==> src/rtl/alu_md_pkg.sv <==
// Shared types and constants for the ALU with iterative multiply/divide.
// Operation encodings follow the RISC-V OP/OP-IMM and M-extension funct3 fields.
package alu_pkg;

  typedef enum logic [1:0] {ST_IDLE, ST_BUSY, ST_DONE} state_e;

  typedef enum logic [2:0] {
    F_ADD  = 3'b000,
    F_SLL  = 3'b001,
    F_SLT  = 3'b010,
    F_SLTU = 3'b011,
    F_XOR  = 3'b100,
    F_SR   = 3'b101,
    F_OR   = 3'b110,
    F_AND  = 3'b111
  } bfunc_e;

  typedef enum logic [2:0] {
    M_MUL    = 3'b000,
    M_MULH   = 3'b001,
    M_MULHSU = 3'b010,
    M_MULHU  = 3'b011,
    M_DIV    = 3'b100,
    M_DIVU   = 3'b101,
    M_REM    = 3'b110,
    M_REMU   = 3'b111
  } mfunc_e;

  // Wide constants, sliced to XLEN at the point of use.
  localparam logic [63:0] DIVZ_QUO = '1;
  localparam logic [63:0] OVF_REM  = '0;

endpackage

==> src/rtl/alu_md_if.sv <==
// Request/response bundle between an issuing stage and alu_md.
interface alu_md_if #(
  parameter int XLEN = 32
);
  logic            in_valid;
  logic            in_ready;
  logic [XLEN-1:0] in_a;
  logic [XLEN-1:0] in_b;
  logic [2:0]      func;
  logic            alt;
  logic            m_ext;
  logic            flush;
  logic            out_valid;
  logic            out_ready;
  logic [XLEN-1:0] result;

  modport master (
    output in_valid, in_a, in_b, func, alt, m_ext, flush, out_ready,
    input  in_ready, out_valid, result
  );

  modport slave (
    input  in_valid, in_a, in_b, func, alt, m_ext, flush, out_ready,
    output in_ready, out_valid, result
  );
endinterface

==> src/rtl/alu_md_seq.sv <==
// Iterative unit: shift-add multiplier and restoring divider on operand magnitudes,
// XLEN step cycles followed by one sign/special-case fixup cycle.
module alu_md_seq
  import alu_pkg::*;
#(
  parameter int XLEN = 32
) (
  input  logic            clk,
  input  logic            rst_n,
  input  logic            abort,
  input  logic            start,
  input  logic [XLEN-1:0] a,
  input  logic [XLEN-1:0] b,
  input  mfunc_e          op,
  output logic            done,
  output logic [XLEN-1:0] result
);
  localparam int CW = $clog2(XLEN + 2);
  localparam logic [XLEN-1:0] MINV = {1'b1, {(XLEN-1){1'b0}}};

  logic              busy;
  logic [CW-1:0]     cnt;
  mfunc_e            op_q;
  logic [2*XLEN-1:0] acc;
  logic [XLEN-1:0]   dvs, a_q, madd_op, quo, rem;
  logic              a_neg, b_neg, a_sgn, b_sgn, divz, ovf;
  logic [XLEN:0]     madd, trial, dsub;
  logic [2*XLEN-1:0] prod_s;

  assign a_sgn = (op inside {M_MULH, M_MULHSU, M_DIV, M_REM}) && a[XLEN-1];
  assign b_sgn = (op inside {M_MULH, M_DIV, M_REM}) && b[XLEN-1];

  // acc holds {partial product | remainder, multiplier | dividend->quotient}.
  assign madd_op = acc[0] ? dvs : {XLEN{1'b0}};
  assign madd    = {1'b0, acc[2*XLEN-1:XLEN]} + {1'b0, madd_op};
  assign trial   = {acc[2*XLEN-1:XLEN], acc[XLEN-1]};
  assign dsub    = trial - {1'b0, dvs};

  assign done = busy && (cnt == CW'(XLEN));

  always_ff @(posedge clk or negedge rst_n) begin
    if (!rst_n) begin
      busy  <= 1'b0;
      cnt   <= '0;
      op_q  <= M_MUL;
      acc   <= '0;
      dvs   <= '0;
      a_q   <= '0;
      a_neg <= 1'b0;
      b_neg <= 1'b0;
    end else if (abort) begin
      busy <= 1'b0;
      cnt  <= '0;
    end else if (start) begin
      busy  <= 1'b1;
      cnt   <= '0;
      op_q  <= op;
      a_q   <= a;
      a_neg <= a_sgn;
      b_neg <= b_sgn;
      dvs   <= b_sgn ? -b : b;
      acc   <= {{XLEN{1'b0}}, (a_sgn ? -a : a)};
    end else if (busy) begin
      cnt <= cnt + CW'(1);
      if (cnt == CW'(XLEN)) begin
        busy <= 1'b0;
      end else if (op_q[2]) begin
        acc <= dsub[XLEN] ? {trial[XLEN-1:0], acc[XLEN-2:0], 1'b0}
                          : {dsub[XLEN-1:0],  acc[XLEN-2:0], 1'b1};
      end else begin
        acc <= {madd, acc[XLEN-1:1]};
      end
    end
  end

  // Fixup: restore signs and apply the divide-by-zero / overflow results.
  always_comb begin
    prod_s = (a_neg ^ b_neg) ? -acc : acc;
    quo    = acc[XLEN-1:0];
    rem    = acc[2*XLEN-1:XLEN];
    divz   = (dvs == '0);
    ovf    = a_neg && b_neg && (dvs == XLEN'(1)) && (a_q == MINV);
    result = '0;
    unique case (op_q)
      M_MUL:                     result = prod_s[XLEN-1:0];
      M_MULH, M_MULHSU, M_MULHU: result = prod_s[2*XLEN-1:XLEN];
      M_DIV, M_DIVU: begin
        if (divz)     result = DIVZ_QUO[XLEN-1:0];
        else if (ovf) result = a_q;
        else          result = (a_neg ^ b_neg) ? -quo : quo;
      end
      M_REM, M_REMU: begin
        if (divz)     result = a_q;
        else if (ovf) result = OVF_REM[XLEN-1:0];
        else          result = a_neg ? -rem : rem;
      end
      default:       result = '0;
    endcase
  end

endmodule

==> src/rtl/alu_md.sv <==
// Integer ALU: single-cycle base ops plus iterative M-extension ops behind a
// valid/ready handshake with a one-entry result register.
module alu_md
  import alu_pkg::*;
#(
  parameter int XLEN = 32,
  parameter int M_EN = 1
) (
  input logic     clk,
  input logic     rst_n,
  alu_md_if.slave bus
);
  localparam int SW = $clog2(XLEN);

  state_e          state;
  logic            accept, m_op, seq_done, out_valid_q;
  logic [SW-1:0]   shamt;
  logic [XLEN-1:0] base_res, sra_res, seq_res, result_q;

  assign m_op   = (M_EN != 0) && bus.m_ext;
  // Ready in DONE only when the held result leaves on the same edge.
  assign bus.in_ready  = (state == ST_IDLE) || ((state == ST_DONE) && bus.out_ready);
  assign accept        = bus.in_valid && bus.in_ready && !bus.flush;
  assign bus.out_valid = out_valid_q;
  assign bus.result    = result_q;

  assign shamt   = bus.in_b[SW-1:0];
  assign sra_res = $signed(bus.in_a) >>> shamt;

  always_comb begin
    base_res = '0;
    unique case (bfunc_e'(bus.func))
      F_ADD:  base_res = bus.alt ? (bus.in_a - bus.in_b) : (bus.in_a + bus.in_b);
      F_SLL:  base_res = bus.in_a << shamt;
      F_SLT:  base_res = {{(XLEN-1){1'b0}}, ($signed(bus.in_a) < $signed(bus.in_b))};
      F_SLTU: base_res = {{(XLEN-1){1'b0}}, (bus.in_a < bus.in_b)};
      F_XOR:  base_res = bus.in_a ^ bus.in_b;
      F_SR:   base_res = bus.alt ? sra_res : (bus.in_a >> shamt);
      F_OR:   base_res = bus.in_a | bus.in_b;
      F_AND:  base_res = bus.in_a & bus.in_b;
      default: base_res = '0;
    endcase
  end

  always_ff @(posedge clk or negedge rst_n) begin
    if (!rst_n) begin
      state       <= ST_IDLE;
      out_valid_q <= 1'b0;
      result_q    <= '0;
    end else if (bus.flush) begin
      state       <= ST_IDLE;
      out_valid_q <= 1'b0;
      result_q    <= '0;
    end else begin
      unique case (state)
        ST_IDLE, ST_DONE: begin
          if (accept) begin
            if (m_op) begin
              state       <= ST_BUSY;
              out_valid_q <= 1'b0;
            end else begin
              state       <= ST_DONE;
              out_valid_q <= 1'b1;
              result_q    <= base_res;
            end
          end else if ((state == ST_DONE) && bus.out_ready) begin
            state       <= ST_IDLE;
            out_valid_q <= 1'b0;
          end
        end
        ST_BUSY: begin
          if (seq_done) begin
            state       <= ST_DONE;
            out_valid_q <= 1'b1;
            result_q    <= seq_res;
          end
        end
        default: state <= ST_IDLE;
      endcase
    end
  end

  alu_md_seq #(.XLEN(XLEN)) u_seq (
    .clk    (clk),
    .rst_n  (rst_n),
    .abort  (bus.flush),
    .start  (accept && m_op),
    .a      (bus.in_a),
    .b      (bus.in_b),
    .op     (mfunc_e'(bus.func)),
    .done   (seq_done),
    .result (seq_res)
  );

endmodule

==> src/flat_wrapper.sv <==
// flat-port wrapper written by rule: the top's interface ports become plain ports
module alu_md_flat import alu_pkg::*;
#(
  parameter int XLEN = 32,
  parameter int M_EN = 1
)
  (clk, rst_n, bus_in_valid, bus_in_a, bus_in_b, bus_func, bus_alt, bus_m_ext, bus_flush, bus_out_ready, bus_in_ready, bus_out_valid, bus_result);
  alu_md_if #(.XLEN(XLEN)) bus_i ();
  input logic clk;
  input logic rst_n;
  input wire logic [$bits(bus_i.in_valid)-1:0] bus_in_valid;
  input wire logic [$bits(bus_i.in_a)-1:0] bus_in_a;
  input wire logic [$bits(bus_i.in_b)-1:0] bus_in_b;
  input wire logic [$bits(bus_i.func)-1:0] bus_func;
  input wire logic [$bits(bus_i.alt)-1:0] bus_alt;
  input wire logic [$bits(bus_i.m_ext)-1:0] bus_m_ext;
  input wire logic [$bits(bus_i.flush)-1:0] bus_flush;
  input wire logic [$bits(bus_i.out_ready)-1:0] bus_out_ready;
  output wire logic [$bits(bus_i.in_ready)-1:0] bus_in_ready;
  output wire logic [$bits(bus_i.out_valid)-1:0] bus_out_valid;
  output wire logic [$bits(bus_i.result)-1:0] bus_result;
  assign bus_i.in_valid = bus_in_valid;
  assign bus_i.in_a = bus_in_a;
  assign bus_i.in_b = bus_in_b;
  assign bus_i.func = bus_func;
  assign bus_i.alt = bus_alt;
  assign bus_i.m_ext = bus_m_ext;
  assign bus_i.flush = bus_flush;
  assign bus_i.out_ready = bus_out_ready;
  assign bus_in_ready = bus_i.in_ready;
  assign bus_out_valid = bus_i.out_valid;
  assign bus_result = bus_i.result;
  alu_md #(.XLEN(XLEN), .M_EN(M_EN)) u_core (.clk(clk), .rst_n(rst_n), .bus(bus_i));
endmodule
==> config.mk <==
export PLATFORM = sky130hd
export DESIGN_NAME = alu_md_flat
export DESIGN_NICKNAME = d
export VERILOG_FILES = /design/src/rtl/alu_md_pkg.sv /design/src/rtl/alu_md_if.sv /design/src/rtl/alu_md_seq.sv /design/src/rtl/alu_md.sv /design/src/flat_wrapper.sv
export SDC_FILE = /design/constraint.sdc
export NUM_CORES = 1
export LEC_CHECK = 0
export ABC_AREA = 0
export BUFFER_PORTS_ARGS = -buffer_cell sky130_fd_sc_hd__buf_2
export CAP_MARGIN = 20
export CORE_AREA = 2 2 270 272
export CTS_CLUSTER_DIAMETER = 120
export CTS_CLUSTER_SIZE = 40
export DETAILED_ROUTE_END_ITERATION = 8
export DIE_AREA = 0 0 272 274
export MAX_ROUTING_LAYER = met4
export PLACE_DENSITY = 0.48
export SKIP_LAST_GASP = 1
export SYNTH_ARGS = -nofsm -noshare
export SYNTH_HDL_FRONTEND = slang
export SYNTH_HIERARCHICAL = 1
export SYNTH_SLANG_ARGS = --single-unit
==> constraint.sdc <==
create_clock -name clk -period 4.61 [get_ports clk]
set_clock_uncertainty 0.15 [all_clocks]
set_input_delay 0.922 -clock clk [delete_from_list [all_inputs] [get_ports clk]]
set_output_delay 0.922 -clock clk [all_outputs]
set_load 0.01 [all_outputs]
==> flow_summary.yaml, run 1 <==
run_status:
  status: "complete, no violations"
worst_setup_path:
  rrSetupSlack_ns: 0.27
  path_buf_inv: 2
  reg2regPathDepth: 14
  endpoint_kind: "flip-flop"
  cp-start-kind: "flip-flop"
  cpMostUsedCell: "buf_4"
  crit_chain: "or4_1 -> or3_1 -> o41a_1 -> o41ai_1 -> xor2_1 -> nor2_1 -> o21ai_0 -> nand2_1 -> a22oi_1 -> buf_4 -> nand3_1 -> mux2i_1 -> buf_4 -> a21oi_1"
  cpPeakStageDelay_ns: 0.60
  regToRegEndpoint: "u_core/bus.result[17]"
  worst-endpoint-required_ns: 4.84
  critPathTopFamily: "compound AO/OA/AOI/OAI gates"
  crit-reg2reg-launch: "u_core/u_seq/acc[20]"
  path_class: "flip-flop to flip-flop"
  cp_data_arrival_time_ns: 4.57
  worstPathMaxFanout: 6
  slowest_stage: "or4_1"
final_layout:
  final_nets: 3686
  utilization_pct: 38.5
  fin_area_um2: 27700
  n_fill_cell: 7653
  syn2layout_area_growth_pct: 11.6
  drive_gt1_share_pct: 12.9
synth:
  synthAdderAreaFrac_pct: 8.78
  ys.flop_type: "dfrtp_1"
  yosysMostFrequentCell: "nand2_1"
  syn_nets: 3633
  ys_warn_count: 6
  syn_area_per_cell_um2: 7.34
  synthTopCellsByArea: "dfrtp_1 18%, ha_1 8.5%, a21oi_1 6.1%"
  muxShareOfSynthArea_pct: 10.7
  synth-simple-area-share_pct: 21.2
  synth_top_family_by_area: "compound AO/OA/AOI/OAI gates"
  yosysTopAreaCell: "dfrtp_1"
  synth_compound_area_share_pct: 27.3
  netlist-cell-type-count: 95
  syn_area_um2: 24800
  synth-xor-area-share_pct: 7.79
  synth_commonest_cells: "381 x nand2_1, 374 x nor2_1, 305 x a21oi_1"
  yosys.area.top_type_share_pct: 17.6
  async_flop_share_pct: 100
  synth_edf_count: 0
  yosys_register_bits: 175
  synthCells: 3387
  seq_area_frac_synth_pct: 17.6
detailed_routing:
  drc: 0
  wirelength_mm: 134
  routedWlPerCell_um: 30.3
  ant_nets: 0
  drtIter0Drc: 3275
  vias_per_cell: 6.25
  firstDrtPassIters: 6
  vias: 27600
timing:
  finalHoldViolations: 0
  setup_viol: 0
  rsz0062_at_grt: "no"
  min_period_ns: 4.34
  worst_pin_slew_ns: 1.05
  fmax_mhz: 230
  fin_setup_tns_ns: 0
  relSlewSlack_pct: 28.4
  slew_viol_final: 0
  min_period_over_period_pct: 94.2
  holdWs_ns: 0.368
die:
  dieArea_um2: 74500
  core-area_um2: 72000
  ios: 108
  initial_utilization_pct: 34.5
  die-width_um: 272
  die_height_um: 274
  std_cell_rows: 99
cts:
  clkLatencyLatePin_ns: 0.50
  cts-htree-levels: 4
  numClockSinks: 175
  cts_tree: "yes"
  cts_setup_buffers: 0
  post_cts_resized: 0
  holdBufCountCts: 0
  clk_path_buf_depth: 2
  cts.clk_slew.worst_paths_ns: 0.08
  root_buffer: "clkbuf_16"
  cts_inserted_buffers: 17
grt:
  overflow: 0
  grt_pass1_vias: 26400
  grt_max_degree: 94
  antenna_found_initial: 6
  grt_pass1_wl_mm: 191
  grt_usage_pct: 36.3
power:
  vdd_drop_max_uv: 493
  power_density_nw_per_um2: 499
  power_mw: 13.8
  leakage_nw: 11.8
hold_path:
  min_path_type: "input port to asynchronous set/reset pin"
placement:
  gp_congestion: 1.04
  io_buffers: 107
  place_area_um2: 27100
  dp_hpwl_mm: 105
run:
  drv_cap: 0
-- placed cells by master, fill, tap and decap left out, types with 64 or more instances in the layout --
cell / synthesis / routed
a21oi_1: 305 / 305
buf_2: 25 / 103
buf_4: 9 / 169
dfrtp_1: 175 / 174
ha_1: 168 / 167
inv_1: 159 / 158
mux2i_1: 107 / 107
mux4_2: 65 / 65
nand2_1: 381 / 380
nand3_1: 64 / 64
nor2_1: 374 / 372
nor3_1: 71 / 67
o21ai_0: 269 / 269
xnor2_1: 128 / 128
xor2_1: 91 / 91
-- worst max path at each step --
stage          slack [ns]  depth (start not counted)            startpoint               endpoint
5_1_grt              0.10                         14  u_core/u_seq/acc[31]   u_core/u_seq/acc[35]
2_1_floorplan        0.26                         16           bus_in_b[2]  u_core/bus.result[26]
3_5_place_dp         0.03                         13          bus_in_b[10]  u_core/bus.result[22]
6_report             0.27                         14  u_core/u_seq/acc[20]  u_core/bus.result[17]
3_3_place_gp         0.03                         13          bus_in_b[10]  u_core/bus.result[22]
4_1_cts              0.38                         14  u_core/u_seq/acc[20]  u_core/bus.result[17]
-- routing by layer --
layer  track usage [%]  up-vias  routed length [um]
met3              4.57      259                8780
met2              57.4     1374               61300
met1              44.6    13600               54800
met5                 -        -                   0
li1                  -    12400                   -
met4              21.5        0                9190
-- stage by stage --
step / cells / setup slack, ns
after floorplan: 3387 / 0.262
after global placement: 4380 / 0.0276
after detailed placement: 4380 / 0.0267
after CTS: 4412 / 0.381
after global routing: 4415 / 0.102
final: 4417 / 0.270
-- cells by family after synthesis --
group,after synthesis
compound gates,1072
xor+xnor,220
fa+ha+maj,172
buf+inv,417
flops,175
mux,182
simple gates,1149
-- sequential cells by signal, summed over array words and instances, names as in the netlist --
register              cells
u_core/state              2
u_core/u_seq/a_neg        1
u_core/u_seq/busy         1
u_core/bus.out_valid      1
u_core/bus.result        32
u_core/u_seq/dvs         32
u_core/u_seq/b_neg        1
u_core/u_seq/cnt          6
u_core/u_seq/op_q         3
u_core/u_seq/a_q         32
u_core/u_seq/acc         64
-- report_power, final --
group          switching, mW  internal (mW)
clock                  0.815          0.777
combinational           5.94           3.57
sequential             0.774           1.96
total                   7.53           6.31
-- final cells by class --
type / count / area, um2 / share of cell area, %
diodes: 5 / 12.5 / 0.0451
clock buffers: 18 / 429 / 1.55
clock inverters: 14 / 170 / 0.614
inverters: 166 / 623 / 2.25
multi-input cells: 2795 / 18900 / 68.1
flip-flops and latches: 175 / 4380 / 15.8
well taps: 959 / 1200 / 4.33
repair buffers: 285 / 2040 / 7.35
No activity file was read; power rests on OpenSTA's default activity.
==> run 2, diff against run 1 <==
BUFFER_PORTS_ARGS = -buffer_cell sky130_fd_sc_hd__clkbuf_2   (was -buffer_cell sky130_fd_sc_hd__buf_2)
CTS_CLUSTER_SIZE = unset   (was 40)
==> run 2 against run 1 <==
Global-route usage down 0.76 points. Clock-buffer cell count down 1. Hold slack worse by 0.094 ns. Die area unchanged. Final cell count about the same. Design area down 0.35%. Critical path type unchanged. Largest power group unchanged.
==> flow_summary.yaml, run 2 (same netlist as run 1, synthesis figures left out) <==
worst_setup_path:
  cp-start-kind: "flip-flop"
  path_class: "flip-flop to flip-flop"
  worstPathMaxFanout: 31
  critPathTopFamily: "compound AO/OA/AOI/OAI gates"
  cpPeakStageDelay_ns: 0.44
  endpoint_kind: "flip-flop"
  worst-endpoint-required_ns: 4.85
  path_buf_inv: 2
  crit_chain: "inv_1 -> ha_1 -> fa_1 -> nand2b_1 -> a21oi_1 -> o211a_1 -> a41oi_1 -> o31ai_2 -> a31oi_1 -> xnor2_4 -> buf_12 -> mux2_2 -> a2bb2oi_1"
  slowest_stage: "fa_1"
  cp_data_arrival_time_ns: 4.62
cts:
  numClockSinks: 175
  cts.clk_slew.worst_paths_ns: 0.08
  cts_tree: "yes"
  holdBufCountCts: 0
  clkLatencyLatePin_ns: 0.50
  clk_path_buf_depth: 2
  cts_setup_buffers: 0
  post_cts_resized: 0
  cts_inserted_buffers: 17
  root_buffer: "clkbuf_16"
  cts-htree-levels: 4
die:
  ios: 108
  die_height_um: 274
  std_cell_rows: 99
  core-area_um2: 72000
  die-width_um: 272
  initial_utilization_pct: 34.5
  dieArea_um2: 74500
grt:
  overflow: 0
  grt_pass1_wl_mm: 188
  grt_pass1_vias: 26100
  grt_max_degree: 78
  antenna_found_initial: 2
  grt_usage_pct: 35.6
hold_path:
  min_path_type: "input port to asynchronous set/reset pin"
run_status:
  status: "complete, no violations"
power:
  leakage_nw: 11.8
  vdd_drop_max_uv: 450
  p_clk_share_pct: 11.0
  power_density_nw_per_um2: 493
  intPower_mw: 6.18
  pwr-share-comb_pct: 69.1
  switching_share_pct: 54.6
  p_switching_mw: 7.45
  seqPwrFrac_pct: 19.9
timing:
  relSlewSlack_pct: 30.2
  holdWs_ns: 0.274
  finalHoldViolations: 0
  fmax_mhz: 228
  setup_viol: 0
  min_period_ns: 4.38
  min_period_over_period_pct: 95.1
  slew_viol_final: 0
  worst_pin_slew_ns: 1.04
  rsz0062_at_grt: "no"
run:
  drv_cap: 0
detailed_routing:
  routedWlPerCell_um: 29.7
  vias: 27600
  ant_nets: 0
  wirelength_mm: 131
  firstDrtPassIters: 7
  drtIter0Drc: 3045
  drc: 0
  vias_per_cell: 6.25
final_layout:
  drive_gt1_share_pct: 13.1
  utilization_pct: 38.4
  final_nets: 3692
  multi_input_area_um2: 18900
  final_common_cell: "nand2_1"
  n_fill_cell: 7650
  final_cell_mix: "380 x nand2_1, 372 x nor2_1, 305 x a21oi_1, 269 x o21ai_0, 183 x buf_4"
  regMostFlops: "u_core/u_seq/acc"
  finalNonFillerCells: 4420
  syn2layout_area_growth_pct: 11.2
  largest_reg_flops: 64
  seqCellArea_um2: 4380
placement:
  gp_congestion: 1.01
  io_buffers: 107
  dp_hpwl_mm: 104
  post-place-cells: 4386
==> run 2: cell types whose count changed in the layout (fill, tap and decap cells not counted), sizes merged <==
cell      before  now
bufinv         1    0
clkinvlp       1    3
buf          284  187
clkinv         7    6
inv          171  172
clkbuf        19  121
diode          5    2
==> run 2: power groups by stage <==
stage	clock (mW)	combinational [mW]	sequential, mW
2_1_floorplan	0	6.30	2.32
3_3_place_gp	0	9.14	2.71
3_5_place_dp	0	9.15	2.72
4_1_cts	1.54	9.22	2.69
5_1_grt	1.60	10.1	2.78
6_report	1.50	9.42	2.71
==> run 2: layout make-up <==
| type | instances | area share (%) |
|---|---|---|
| diodes | 2 | 0.0181 |
| clock buffers | 17 | 1.54 |
| repair buffers | 291 | 7.18 |
| flip-flops and latches | 175 | 15.9 |
| multi-input cells | 2795 | 68.3 |
| inverters | 166 | 2.26 |
| clock inverters | 15 | 0.525 |
| well taps | 959 | 4.34 |
==> run 2: per-stage QoR <==
| stage | setup slack [ns] | instance area, um2 | setup TNS [ns] | power (mW) |
|---|---|---|---|---|
| 6_report | 0.227 | 27600 | 0 | 13.6 |
| 5_1_grt | 0.0506 | 27600 | 0 | 14.5 |
| 4_1_cts | 0.331 | 27600 | 0 | 13.5 |
| 3_5_place_dp | 0.0484 | 27100 | 0 | 11.9 |
| 3_3_place_gp | -0.00874 | 27100 | -0.00874 | 11.8 |
| 2_1_floorplan | 0.262 | 24800 | 0 | 8.62 |
==> run 2: final timing paths <==
kind	startpoint	to	slack [ns]	cells after the start
max in group asynchronous	rst_n	u_core/bus.result[27]	3.16	2
hold / removal	rst_n	u_core/u_seq/acc[13]	0.27	1
setup / recovery	u_core/u_seq/acc[31]	u_core/u_seq/acc[59]	0.23	13
hold reg to reg	u_core/u_seq/dvs[28]	u_core/u_seq/dvs[28]	0.37	2
setup reg to reg	u_core/u_seq/acc[31]	u_core/u_seq/acc[59]	0.23	13
min in group clk	u_core/u_seq/dvs[28]	u_core/u_seq/dvs[28]	0.37	2
==> run 2: per-layer routing <==
| layer | vias up | GRT usage, % | share of wire (%) |
|---|---|---|---|
| li1 | 12400 | - | - |
| met3 | 250 | 4.20 | 6.6 |
| met1 | 13700 | 44.5 | 41 |
| met5 | - | - | 0 |
| met2 | 1295 | 55.0 | 45 |
| met4 | 0 | 21.8 | 7.3 |
